**config.mk**
```make
export PLATFORM = sky130hd
export DESIGN_NAME = mem_stage
export DESIGN_NICKNAME = d
export VERILOG_FILES = /design/src/rtl/mem_stage.sv
export SDC_FILE = /design/constraint.sdc
export NUM_CORES = 1
export LEC_CHECK = 0
export ABC_AREA = 0
export CORE_MARGIN = 2
export CORE_UTILIZATION = 35
export DETAILED_ROUTE_END_ITERATION = 16
export PLACE_DENSITY = 0.67
export SETUP_SLACK_MARGIN = 0.3
export SYNTH_ARGS = -nofsm -noshare
export SYNTH_HDL_FRONTEND = slang
export SYNTH_SLANG_ARGS = --single-unit
```
**constraint.sdc**
```tcl
create_clock -name clk -period 2.07 [get_ports clk]
set_input_delay 0.3105 -clock clk [delete_from_list [all_inputs] [get_ports clk]]
set_output_delay 0.3105 -clock clk [all_outputs]
set_load 0.03 [all_outputs]
```
**src/rtl/mem_stage.sv**
```systemverilog
// rtl/mem_stage.sv - RV32I memory-access stage: loads/stores over a valid/ready data-memory port
// Non-memory ops pass through in one cycle; memory ops stall the execute stage until the access completes.
module mem_stage #(
    parameter int TIMEOUT = 64,
    parameter int CNT_W   = 7
) (
    input  logic        clk,
    input  logic        rst_n,
    input  logic        ex_valid,
    output logic        ex_ready,
    input  logic        mem_read,
    input  logic        mem_write,
    input  logic [2:0]  funct3,
    input  logic [31:0] alu_result,
    input  logic [31:0] rs2_data,
    input  logic [4:0]  rd_addr,
    input  logic        reg_write_in,
    output logic        dmem_req_valid,
    input  logic        dmem_req_ready,
    output logic [31:0] dmem_addr,
    output logic        dmem_we,
    output logic [3:0]  dmem_wstrb,
    output logic [31:0] dmem_wdata,
    input  logic        dmem_rsp_valid,
    input  logic [31:0] dmem_rdata,
    output logic        wb_valid,
    output logic        wb_reg_write,
    output logic [4:0]  wb_rd_addr,
    output logic [31:0] wb_data,
    output logic        access_err
);

    typedef enum logic [1:0] {IDLE, REQ, WAIT_RSP} state_t;

    localparam bit               WDOG_EN   = (TIMEOUT > 0);
    localparam logic [CNT_W-1:0] WDOG_LAST = CNT_W'((TIMEOUT > 0) ? TIMEOUT - 1 : 0);

    state_t           state;
    logic [CNT_W-1:0] wdog;
    logic [2:0]       lat_funct3;
    logic [1:0]       lat_lane;
    logic             lat_load;
    logic             lat_reg_write;
    logic [4:0]       lat_rd;
    logic [31:0]      lat_addr;

    logic        is_mem;
    logic        illegal;
    logic [1:0]  lane;
    logic [3:0]  st_wstrb;
    logic [31:0] st_wdata;
    logic [31:0] rd_shift;
    logic [15:0] rd_half;
    logic [31:0] load_data;

    assign ex_ready = (state == IDLE);
    assign is_mem   = mem_read | mem_write;
    assign lane     = alu_result[1:0];

    always_comb begin
        illegal = 1'b0;
        if (mem_read && mem_write) begin
            illegal = 1'b1;
        end else if (mem_read) begin
            case (funct3)
                3'd0, 3'd4: illegal = 1'b0;
                3'd1, 3'd5: illegal = lane[0];
                3'd2:       illegal = (lane != 2'b00);
                default:    illegal = 1'b1;
            endcase
        end else if (mem_write) begin
            case (funct3)
                3'd0:    illegal = 1'b0;
                3'd1:    illegal = lane[0];
                3'd2:    illegal = (lane != 2'b00);
                default: illegal = 1'b1;
            endcase
        end
    end

    // Store data is replicated across all lanes so the strobe alone selects the bytes written.
    always_comb begin
        st_wstrb = 4'b1111;
        st_wdata = rs2_data;
        case (funct3[1:0])
            2'd0: begin
                st_wstrb = 4'b0001 << lane;
                st_wdata = {4{rs2_data[7:0]}};
            end
            2'd1: begin
                st_wstrb = lane[1] ? 4'b1100 : 4'b0011;
                st_wdata = {2{rs2_data[15:0]}};
            end
            default: begin
                st_wstrb = 4'b1111;
                st_wdata = rs2_data;
            end
        endcase
    end

    assign rd_shift = dmem_rdata >> {lat_lane, 3'b000};
    assign rd_half  = lat_lane[1] ? dmem_rdata[31:16] : dmem_rdata[15:0];

    always_comb begin
        load_data = dmem_rdata;
        case (lat_funct3)
            3'd0:    load_data = {{24{rd_shift[7]}}, rd_shift[7:0]};
            3'd4:    load_data = {24'd0, rd_shift[7:0]};
            3'd1:    load_data = {{16{rd_half[15]}}, rd_half};
            3'd5:    load_data = {16'd0, rd_half};
            default: load_data = dmem_rdata;
        endcase
    end

    always_ff @(posedge clk or negedge rst_n) begin
        if (!rst_n) begin
            state          <= IDLE;
            wdog           <= '0;
            lat_funct3     <= 3'd0;
            lat_lane       <= 2'd0;
            lat_load       <= 1'b0;
            lat_reg_write  <= 1'b0;
            lat_rd         <= 5'd0;
            lat_addr       <= 32'd0;
            dmem_req_valid <= 1'b0;
            dmem_addr      <= 32'd0;
            dmem_we        <= 1'b0;
            dmem_wstrb     <= 4'd0;
            dmem_wdata     <= 32'd0;
            wb_valid       <= 1'b0;
            wb_reg_write   <= 1'b0;
            wb_rd_addr     <= 5'd0;
            wb_data        <= 32'd0;
            access_err     <= 1'b0;
        end else begin
            wb_valid   <= 1'b0;
            access_err <= 1'b0;
            case (state)
                IDLE: begin
                    if (ex_valid) begin
                        if (!is_mem) begin
                            wb_valid     <= 1'b1;
                            wb_data      <= alu_result;
                            wb_reg_write <= reg_write_in;
                            wb_rd_addr   <= rd_addr;
                        end else if (illegal) begin
                            wb_valid     <= 1'b1;
                            access_err   <= 1'b1;
                            wb_data      <= alu_result;
                            wb_reg_write <= 1'b0;
                            wb_rd_addr   <= rd_addr;
                        end else begin
                            lat_funct3     <= funct3;
                            lat_lane       <= lane;
                            lat_load       <= mem_read;
                            lat_reg_write  <= reg_write_in;
                            lat_rd         <= rd_addr;
                            lat_addr       <= alu_result;
                            dmem_req_valid <= 1'b1;
                            dmem_addr      <= {alu_result[31:2], 2'b00};
                            dmem_we        <= mem_write;
                            dmem_wstrb     <= mem_write ? st_wstrb : 4'b0000;
                            dmem_wdata     <= mem_write ? st_wdata : 32'd0;
                            state          <= REQ;
                        end
                    end
                end
                REQ: begin
                    if (dmem_req_ready) begin
                        dmem_req_valid <= 1'b0;
                        wdog           <= '0;
                        state          <= WAIT_RSP;
                    end
                end
                WAIT_RSP: begin
                    if (dmem_rsp_valid) begin
                        wb_valid     <= 1'b1;
                        wb_reg_write <= lat_load & lat_reg_write;
                        wb_rd_addr   <= lat_rd;
                        wb_data      <= lat_load ? load_data : lat_addr;
                        state        <= IDLE;
                    end else if (WDOG_EN && (wdog == WDOG_LAST)) begin
                        // Abort reports the faulting address; a late response lands in IDLE and is dropped.
                        wb_valid     <= 1'b1;
                        access_err   <= 1'b1;
                        wb_reg_write <= 1'b0;
                        wb_rd_addr   <= lat_rd;
                        wb_data      <= lat_addr;
                        state        <= IDLE;
                    end else begin
                        wdog <= wdog + CNT_W'(1);
                    end
                end
                default: state <= IDLE;
            endcase
        end
    end

endmodule
```
* Yosys cells after proc, flatten, opt, wreduce, memory -nomap -nowiden
Cells that the tools add are included.
** Operators by class
- Multiplexer cells :: 57
- Equal/unequal tests :: 19
- Reduce and logical (&&, ||, !) cells :: 16
- Shift-type cells :: 2
- Bitwise gates (word level) :: 3
- Add/subtract/negate cells :: 1
** Operators by type and width (number)
- 32-bit 2-to-1 mux :: 7
- 32-bit one-hot mux with 2 select lines :: 2
- 32-bit one-hot mux with 4 select lines :: 1
- 32-bit by 5-bit right shift with 8-bit output :: 1
- 5-bit 2-to-1 mux :: 5
- 7-bit 2-to-1 mux :: 3
- 1-bit 2-to-1 mux :: 20
- 16-bit 2-to-1 mux :: 1
- 7-bit one-hot mux with 2 select lines :: 1
- 3-bit == test, second input constant :: 4
- 2-bit 2-to-1 mux :: 6
- 4-bit AND reduction :: 3
- 2-bit != test, second input constant :: 5
- 5-bit one-hot mux with 2 select lines :: 1
- 5-bit AND reduction :: 2
- 4-bit 2-to-1 mux :: 2
- 1-bit one-hot mux with 2 select lines :: 4
- 4-bit one-hot mux with 2 select lines :: 1
- 2-bit nonzero test :: 4
- 7-bit by 1-bit adder with 7-bit output, second input constant :: 1
- 7-bit by 6-bit == test with 1-bit output, second input constant :: 1
- 3-bit by 1-bit == test with 1-bit output, second input constant :: 2
- 3-bit zero test :: 2
- 1-bit one-hot mux with 3 select lines :: 2
- 14 further kinds :: 17
** Storage, ports and cells
- Input bits :: 112
- Output and inout port bits :: 111
- Bits in registers :: 161
- Logic and storage cells :: 116

* Depth between registers and ports, before layout
- Depth after elaboration :: 9
- Gate-level depth with buffers :: 9
- Gate-level depth less buffers :: 6

* Worst setup path after synthesis
No wires, ideal clock.
- Path type :: register to register
- From :: register state[0]
- To :: register dmem_we
- Cell stages (with the launch flop) :: 9
- Buffers on the path :: 3
- Clock period less this slack :: 2136 ps
- Arrival time :: 2006 ps
- Setup time :: 130 ps
- Slack :: -66 ps
- Data required time :: 1940 ps
- Cell sequence :: dfrtp_1 > nor2_1 > nand2_1 > or3_1 > buf_2 > buf_2 > buf_2 > nand2_1 > nand2_1
** Between the ends
- Cells in the longest elaborated chain, start to end :: 2
** Ends and longest elaborated chain
- start, declared :: line 38 : state_t state;
- start signal, assigned :: line 117 : state <= IDLE;
- start signal, assigned :: line 164 : state <= REQ;
- start signal, assigned :: line 172 : state <= WAIT_RSP;
- 2-bit zero test
- net ex_ready :: line 10 : output logic ex_ready,
- 4-bit AND reduction (no line)
- end signal, assigned :: line 161 : dmem_we <= mem_write;
- end, declared :: line 21 : output logic dmem_we,
The timed path passes the listed nets, and every way through them passes these cells.
A chain may end at the register's enable or synchronous reset.

* Worst setup path after layout
- From :: register wdog[0]
- To :: register wb_data[2]
** Between the ends
- Cells in the longest elaborated chain, start to end :: 3
** Ends and longest elaborated chain
- start, declared :: line 39 : logic [CNT_W-1:0] wdog;
- start signal, assigned :: line 191 : wdog <= wdog + CNT_W'(1);
- 7-bit by 6-bit == test with 1-bit output :: line 182 : end else if (WDOG_EN && (wdog == WDOG_LAST)) begin
- 3-bit != test (no line)
- 4-bit AND reduction (no line)
- end signal, assigned :: line 149 : wb_data <= alu_result;
- end signal, assigned :: line 180 : wb_data <= lat_load ? load_data : lat_addr;
- end signal, assigned :: line 188 : wb_data <= lat_addr;
- end, declared :: line 29 : output logic [31:0] wb_data,
Every way passes these cells.

==> qor.csv <==
metric,value,unit
"Largest stage delay, worst path",0.36,ns
CP endpoint kind,flip-flop,
worst path required time,2.38,ns
io pins,223,
status,"complete, no violations",
total power,12400,µW
Reg-to-Reg Start,wdog[0]$_DFFE_PN0P_,
post-synthesis async set-or-reset flop share,100,%
area grow syn2layout,49.9,%
Finished Cell Area,10900,µm²
Pwr Density,1130,nW/µm²
number of global-route vias before repair,6732,
antenna fix cells,0,
area of the die,21900,µm²
CP startpoint kind,flip-flop,
total number of vias,6937,
Clock transition at path regs,0.06,ns
YS warnings,0,
peak fanout along the critical path,5,
post-route ant nets,0,
Final GP Congestion,0.879,
GRT overflow,0,
DR vias/cell,5.17,
FILL cells,1857,
max-slew violations,0,
max frequency,505,MHz
Tcrit/Tclk final,95.7,%
Initial Utilization,35.8,%
RSZ-0062 raised after global routing,yes,
"EDFF count, synth",0,
IO Port Bufs,220,
Die Span Y,148,µm
setup TNS,0,ns
Max-Cap Viols,0,
drt wl/cell,18.6,µm
first-pass GRT wire length,38300,µm
"Hold Vio Cnt, Final",0,
Sink Count,129,
CTS root buffer,clkbuf_16,
deepest level of the CTS H-tree,4,
"Slowest-stage cell, CP",dfrtp_1,
HP Class,in2async,
static leakage,0.00532,µW
Yosys cell types,58,
DIE WIDTH,148,µm
Worst VDD drop,0.620,mV
worst path bufs/invs,2,
antenna violations before repair,0,
register bit total from synthesis,129,
hold slack,0.350,ns
placed inst area,10000,µm²
Iter 0 DRT Violations,423,
CTS tree,done,
largest net degree at the start of global routing,50,
worst clock skew,0.0125,ns
post-placement cell count,1287,
Total GRT Usage,22.5,%
most frequent cells in the layout,"209 x nand2_1, 125 x dfrtp_1, 109 x clkdlybuf4s50_1",
clock buffer count from CTS,17,
clk buf depth,2,
DP HPWL,17600,µm
Main synth FF type,dfrtp_1,
Mapped Cells,810,
"most common cell after layout, fill and taps aside",nand2_1,
Cell Rows,52,
fin cells,1341,
clock latency on the worst-skew pair,0.43,ns
Tmin final,1.98,ns
CP startpoint,wdog[0]$_DFFE_PN0P_,
# DRC,0,
mapped cell area,7270,µm²
critical path type,reg2reg,
WL final,24900,µm
"delay-heaviest family, CP",simple AND/OR/NAND/NOR gates,
crit path cell chain,ha_2 > and3b_2 > and2_4 > nor3b_4 > o31ai_4 > buf_6 > clkbuf_16 > mux2_2,
nets,1171,
first drt pass iteration count,5,
post-synthesis sequential area ratio,44.4,%
layout cell share with drive strength beyond 1,19.6,%
Core ar.,20300,µm²
Final setup viols,0,
crit path DAT,2.29,ns
Syn Area/Cell,8.97,µm²
==> where the power goes <==
part	switching (µW)	internal [µW]	leakage (µW)	total, µW
clock network	1250	1950	0.000302	3200
registers	574	3290	0.00162	3860
logic	3130	2170	0.00340	5300
==> final timing paths <==
kind / end / slack (ns) / cells after the start
setup reg to reg: wb_data[2]$_DFFE_PN0P_ / 0.09 / 8
min in group clk: lat_addr[29]$_DFFE_PN0P_ / 0.45 / 3
setup / recovery: wb_data[2]$_DFFE_PN0P_ / 0.09 / 8
hold / removal: lat_addr[12]$_DFFE_PN0P_ / 0.35 / 2
max in group asynchronous: lat_rd[2]$_DFFE_PN0P_ / 1.11 / 3
hold reg to reg: dmem_we$_DFFE_PN0P_ / 0.47 / 2
==> per-stage QoR <==
step	setup WS, ns	util, %
after global placement	-0.353	49.4
final	0.0894	53.7
after floorplan	0.0315	-
after detailed placement	-0.403	49.4
after CTS	0.0481	52.9
after global routing	0.0232	53.7
==> flip-flops by register name, indices dropped and copies added (netlist names) <==
name and flops:
wb_data 32, wdog 7, state 2, wb_valid 1
lat_funct3 3, dmem_wstrb 4, lat_load 1, dmem_wdata 32
dmem_req_valid 1, lat_rd 5, lat_addr 31, lat_reg_write 1
wb_rd_addr 5, dmem_we 1, wb_reg_write 1, access_err 1
lat_lane 1
==> cell families after synthesis <==
family	synth area share [%]
buf+inv	8.02
compound gates	16.6
fa+ha+maj	0.172
mux	11.5
other cells	0.0516
simple gates	18.8
xor+xnor	0.482
flops	44.4
==> Yosys cell counts (all sizes together) (3+ instances only) <==
library cell | number | area [µm²]
clkbuf | 33 | 124
o21ai | 47 | 239
a21oi | 49 | 245
a2bb2oi | 6 | 52.6
nand3 | 13 | 65.1
o22ai | 9 | 62.6
nand2 | 211 | 792
o31ai | 18 | 163
and3 | 9 | 61.3
nand3b | 3 | 22.5
dfrtp | 129 | 3230
or3 | 3 | 18.8
nand4 | 5 | 31.3
nor2b | 3 | 18.8
buf | 57 | 399
xor2 | 4 | 35.0
inv | 16 | 60.1
a22oi | 3 | 22.5
nand2b | 6 | 37.5
and2 | 3 | 18.8
mux2i | 26 | 260
mux2 | 46 | 552
o2111a | 11 | 124
nor2 | 54 | 219
a211oi | 9 | 72.6
a221o | 7 | 70.1
nor3b | 4 | 35.0
or3b | 3 | 26.3
==> layer usage <==
metal	part of all wire (%)	vias up	track usage [%]
met3	9.6	33	7.64
met4	2.4	0	7.33
li1	-	3282	-
met1	41	3320	28.9
met2	47	302	36.0
met5	0	-	0
==> final cells by class <==
class	count	area, µm²	share of cell area, %
clock buffers	18	439	4.03
clock inverters	14	178	1.63
inverters	16	60.1	0.551
multi-input cells	576	3580	32.9
flip-flops and latches	129	3230	29.7
well taps	270	338	3.10
repair buffers	318	3060	28.1
==> timing repair <==
item / 4_1_cts / 5_1_grt
setup endpoints to repair: 222 / 74
buffers inserted: 13 / 4
cloned: 2 / 2
hold buffers: 1 / 0
resized for setup: 120 / 24
pin swaps: 6 / 3
endpoints found under the hold margin: 34 / 0
No activity file was read; power rests on OpenSTA's default activity.
==> variant, RTL diff (same flow settings) <==
Register the output `access_err` once more, with the module's reset; this adds one clock of latency there. The other outputs are not delayed to match.
--- a/src/rtl/mem_stage.sv
+++ b/src/rtl/mem_stage.sv
@@ -35,6 +35,8 @@
     localparam bit               WDOG_EN   = (TIMEOUT > 0);
     localparam logic [CNT_W-1:0] WDOG_LAST = CNT_W'((TIMEOUT > 0) ? TIMEOUT - 1 : 0);
 
+    logic access_err_s0;
+
     state_t           state;
     logic [CNT_W-1:0] wdog;
     logic [2:0]       lat_funct3;
@@ -131,10 +133,10 @@
             wb_reg_write   <= 1'b0;
             wb_rd_addr     <= 5'd0;
             wb_data        <= 32'd0;
-            access_err     <= 1'b0;
+            access_err_s0  <= 1'b0;
         end else begin
             wb_valid   <= 1'b0;
-            access_err <= 1'b0;
+            access_err_s0 <= 1'b0;
             case (state)
                 IDLE: begin
                     if (ex_valid) begin
@@ -145,7 +147,7 @@
                             wb_rd_addr   <= rd_addr;
                         end else if (illegal) begin
                             wb_valid     <= 1'b1;
-                            access_err   <= 1'b1;
+                            access_err_s0 <= 1'b1;
                             wb_data      <= alu_result;
                             wb_reg_write <= 1'b0;
                             wb_rd_addr   <= rd_addr;
@@ -182,7 +184,7 @@
                     end else if (WDOG_EN && (wdog == WDOG_LAST)) begin
                         // Abort reports the faulting address; a late response lands in IDLE and is dropped.
                         wb_valid     <= 1'b1;
-                        access_err   <= 1'b1;
+                        access_err_s0 <= 1'b1;
                         wb_reg_write <= 1'b0;
                         wb_rd_addr   <= lat_rd;
                         wb_data      <= lat_addr;
@@ -196,4 +198,12 @@
         end
     end
 
+    always_ff @(posedge clk or negedge rst_n) begin
+        if (!rst_n) begin
+            access_err <= '0;
+        end else begin
+            access_err <= access_err_s0;
+        end
+    end
+
 endmodule
Check against the original RTL: not equivalent (Yosys sat finds a counterexample within 4 cycles, from zero or initial values and one cycle with rst_n low).
==> variant against the original RTL <==
- sequential cell count grew 1
- critical path depth grew 1
- cell area grew 8.8%
- worst setup slack lost 0.019 ns
- wire length grew 7.5%
- area after synthesis shrank 2.6%
- count of clock-buffer cells in the layout grew 6
- total power grew 5.0%
==> variant: results (changes against the original RTL) <==
Pre-antenna DRT Iters: 5 (unchanged)
share of cells above drive strength 1: 29.4% (+9.8 points)
post-placement cell area: 9940 um^2 (-0.92%)
Post-synth top cells: nand2_1 (225), dfrtp_1 (130), nor2_1 (58)
hpwl dp: 17700 um (+0.69%)
Hold/Removal Path Class: reg -> reg
Avg Vias per Cell: 5.38 (+3.9%)
Max Root-Sink Buffers: 2 (unchanged)
cell at the slowest stage of the critical path: or3b_4
WL per Instance: 19.6 um (+5.5%)
number of global-route vias before repair: 7269 (+8.0%)
Post-Route Skew: 0.0101 ns (-0.00243 ns)
Leak: 5.45 nW (+2.4%)
first-pass GRT wire length: 40800 um (+6.8%)
slowest stage delay, CP: 0.42 ns (+0.06 ns)
aggregate global-route resource usage: 24.7% (+2.1 points)
arrival time at the worst endpoint: 2.34 ns (+0.05 ns)
# fillers: 1812 (-2.4%)
Final GP Congestion: 0.865 (-1.6%)
largest net degree at the start of global routing: 52 (+4.0%)
Worst-Skew Late Latency: 0.43 ns (about the same)
1st-iter DRT viols: 538 (+27%)
Nets: 1197 (+2.2%)
top area cells in the synthesized netlist: dfrtp_1 (46%), nand2_1 (12%), buf_4 (3.6%)
Yosys cell types: 54 (-6.9%)
status: finished clean
Worst VDD drop: 0.732 mV (+18%)
largest fanout on the critical path: 8 (+3)
-- variant: timing repair --
item | CTS | global route
resized for setup | 206 | 195
hold buffers | 1 | 0
endpoints found under the hold margin | 38 | 0
setup buffers | 15 | 6
endpoints found under the setup margin | 216 | 131
pin swaps | 48 | 89
gates cloned | 12 | 2
-- variant: layer usage --
layer	part of all wire, %	GRT usage (%)	routed length (um)
met5	0	0	0
met4	2.5	8.74	679
met3	8.8	8.44	2360
met1	40	30.2	10700
met2	49	40.7	13100
-- variant: kinds of logic (layout without fill, tap and decap cells) --
| logic type | count (synthesis) | after routing | share of synthesized area [%] |
|---|---|---|---|
| buffers and inverters | 111 | 380 | 7.99 |
| and+or+nand+nor | 358 | 358 | 21.2 |
| adders and majority gates | 1 | 1 | 0.177 |
| xor gates and xnor gates | 3 | 3 | 0.371 |
| AOI/OAI and AO/OA | 182 | 182 | 17.8 |
| DFF | 130 | 130 | 46.0 |
| muxes | 41 | 41 | 6.36 |
| other | 1 | 2 | 0.0530 |
-- variant: path summary, 6_finish.rpt --
path / startpoint / end / slack, ns / cells past startpoint
max: state[0] / wb_rd_addr[1] / 0.07 / 9
max in group asynchronous: rst_n / dmem_wdata[13] / 1.07 / 3
min reg2reg: access_err_s0 / access_err / 0.35 / 0
min in group asynchronous: rst_n / lat_addr[28] / 0.37 / 2
min: access_err_s0 / access_err / 0.35 / 0
max reg2reg: state[0] / wb_rd_addr[1] / 0.07 / 9
-- variant: final cells by class --
cell class	count	area share, %
multi-input cells	587	34.0
repair buffers	333	30.1
flip-flops and latches	130	27.5
clock buffers	24	4.23
well taps	270	2.85
clock inverters	8	0.844
inverters	15	0.517
-- variant: power by group through the flow --
| stage | registers, mW | clock network (mW) | logic, mW |
|---|---|---|---|
| after floorplan | 4.60 | 0 | 2.48 |
| after global placement | 3.86 | 0 | 5.35 |
| after detailed placement | 3.86 | 0 | 5.43 |
| after CTS | 3.85 | 3.12 | 5.45 |
| after global routing | 4.10 | 3.24 | 6.25 |
| final | 4.00 | 3.09 | 5.89 |
-- variant: per-stage QoR --
step	TNS, ns	hold WS [ns]	util [%]	cells	worst slack, ns
2_1_floorplan	-1.32	0.0149	-	828	-0.133
3_3_place_gp	-25.92	0.250	49.6	1299	-0.274
3_5_place_dp	-28.89	0.255	49.6	1299	-0.307
4_1_cts	0	0.356	55.6	1359	0.0864
5_1_grt	-0.0171	0.363	59.2	1367	-0.00441
6_report	0	0.351	59.2	1367	0.0702
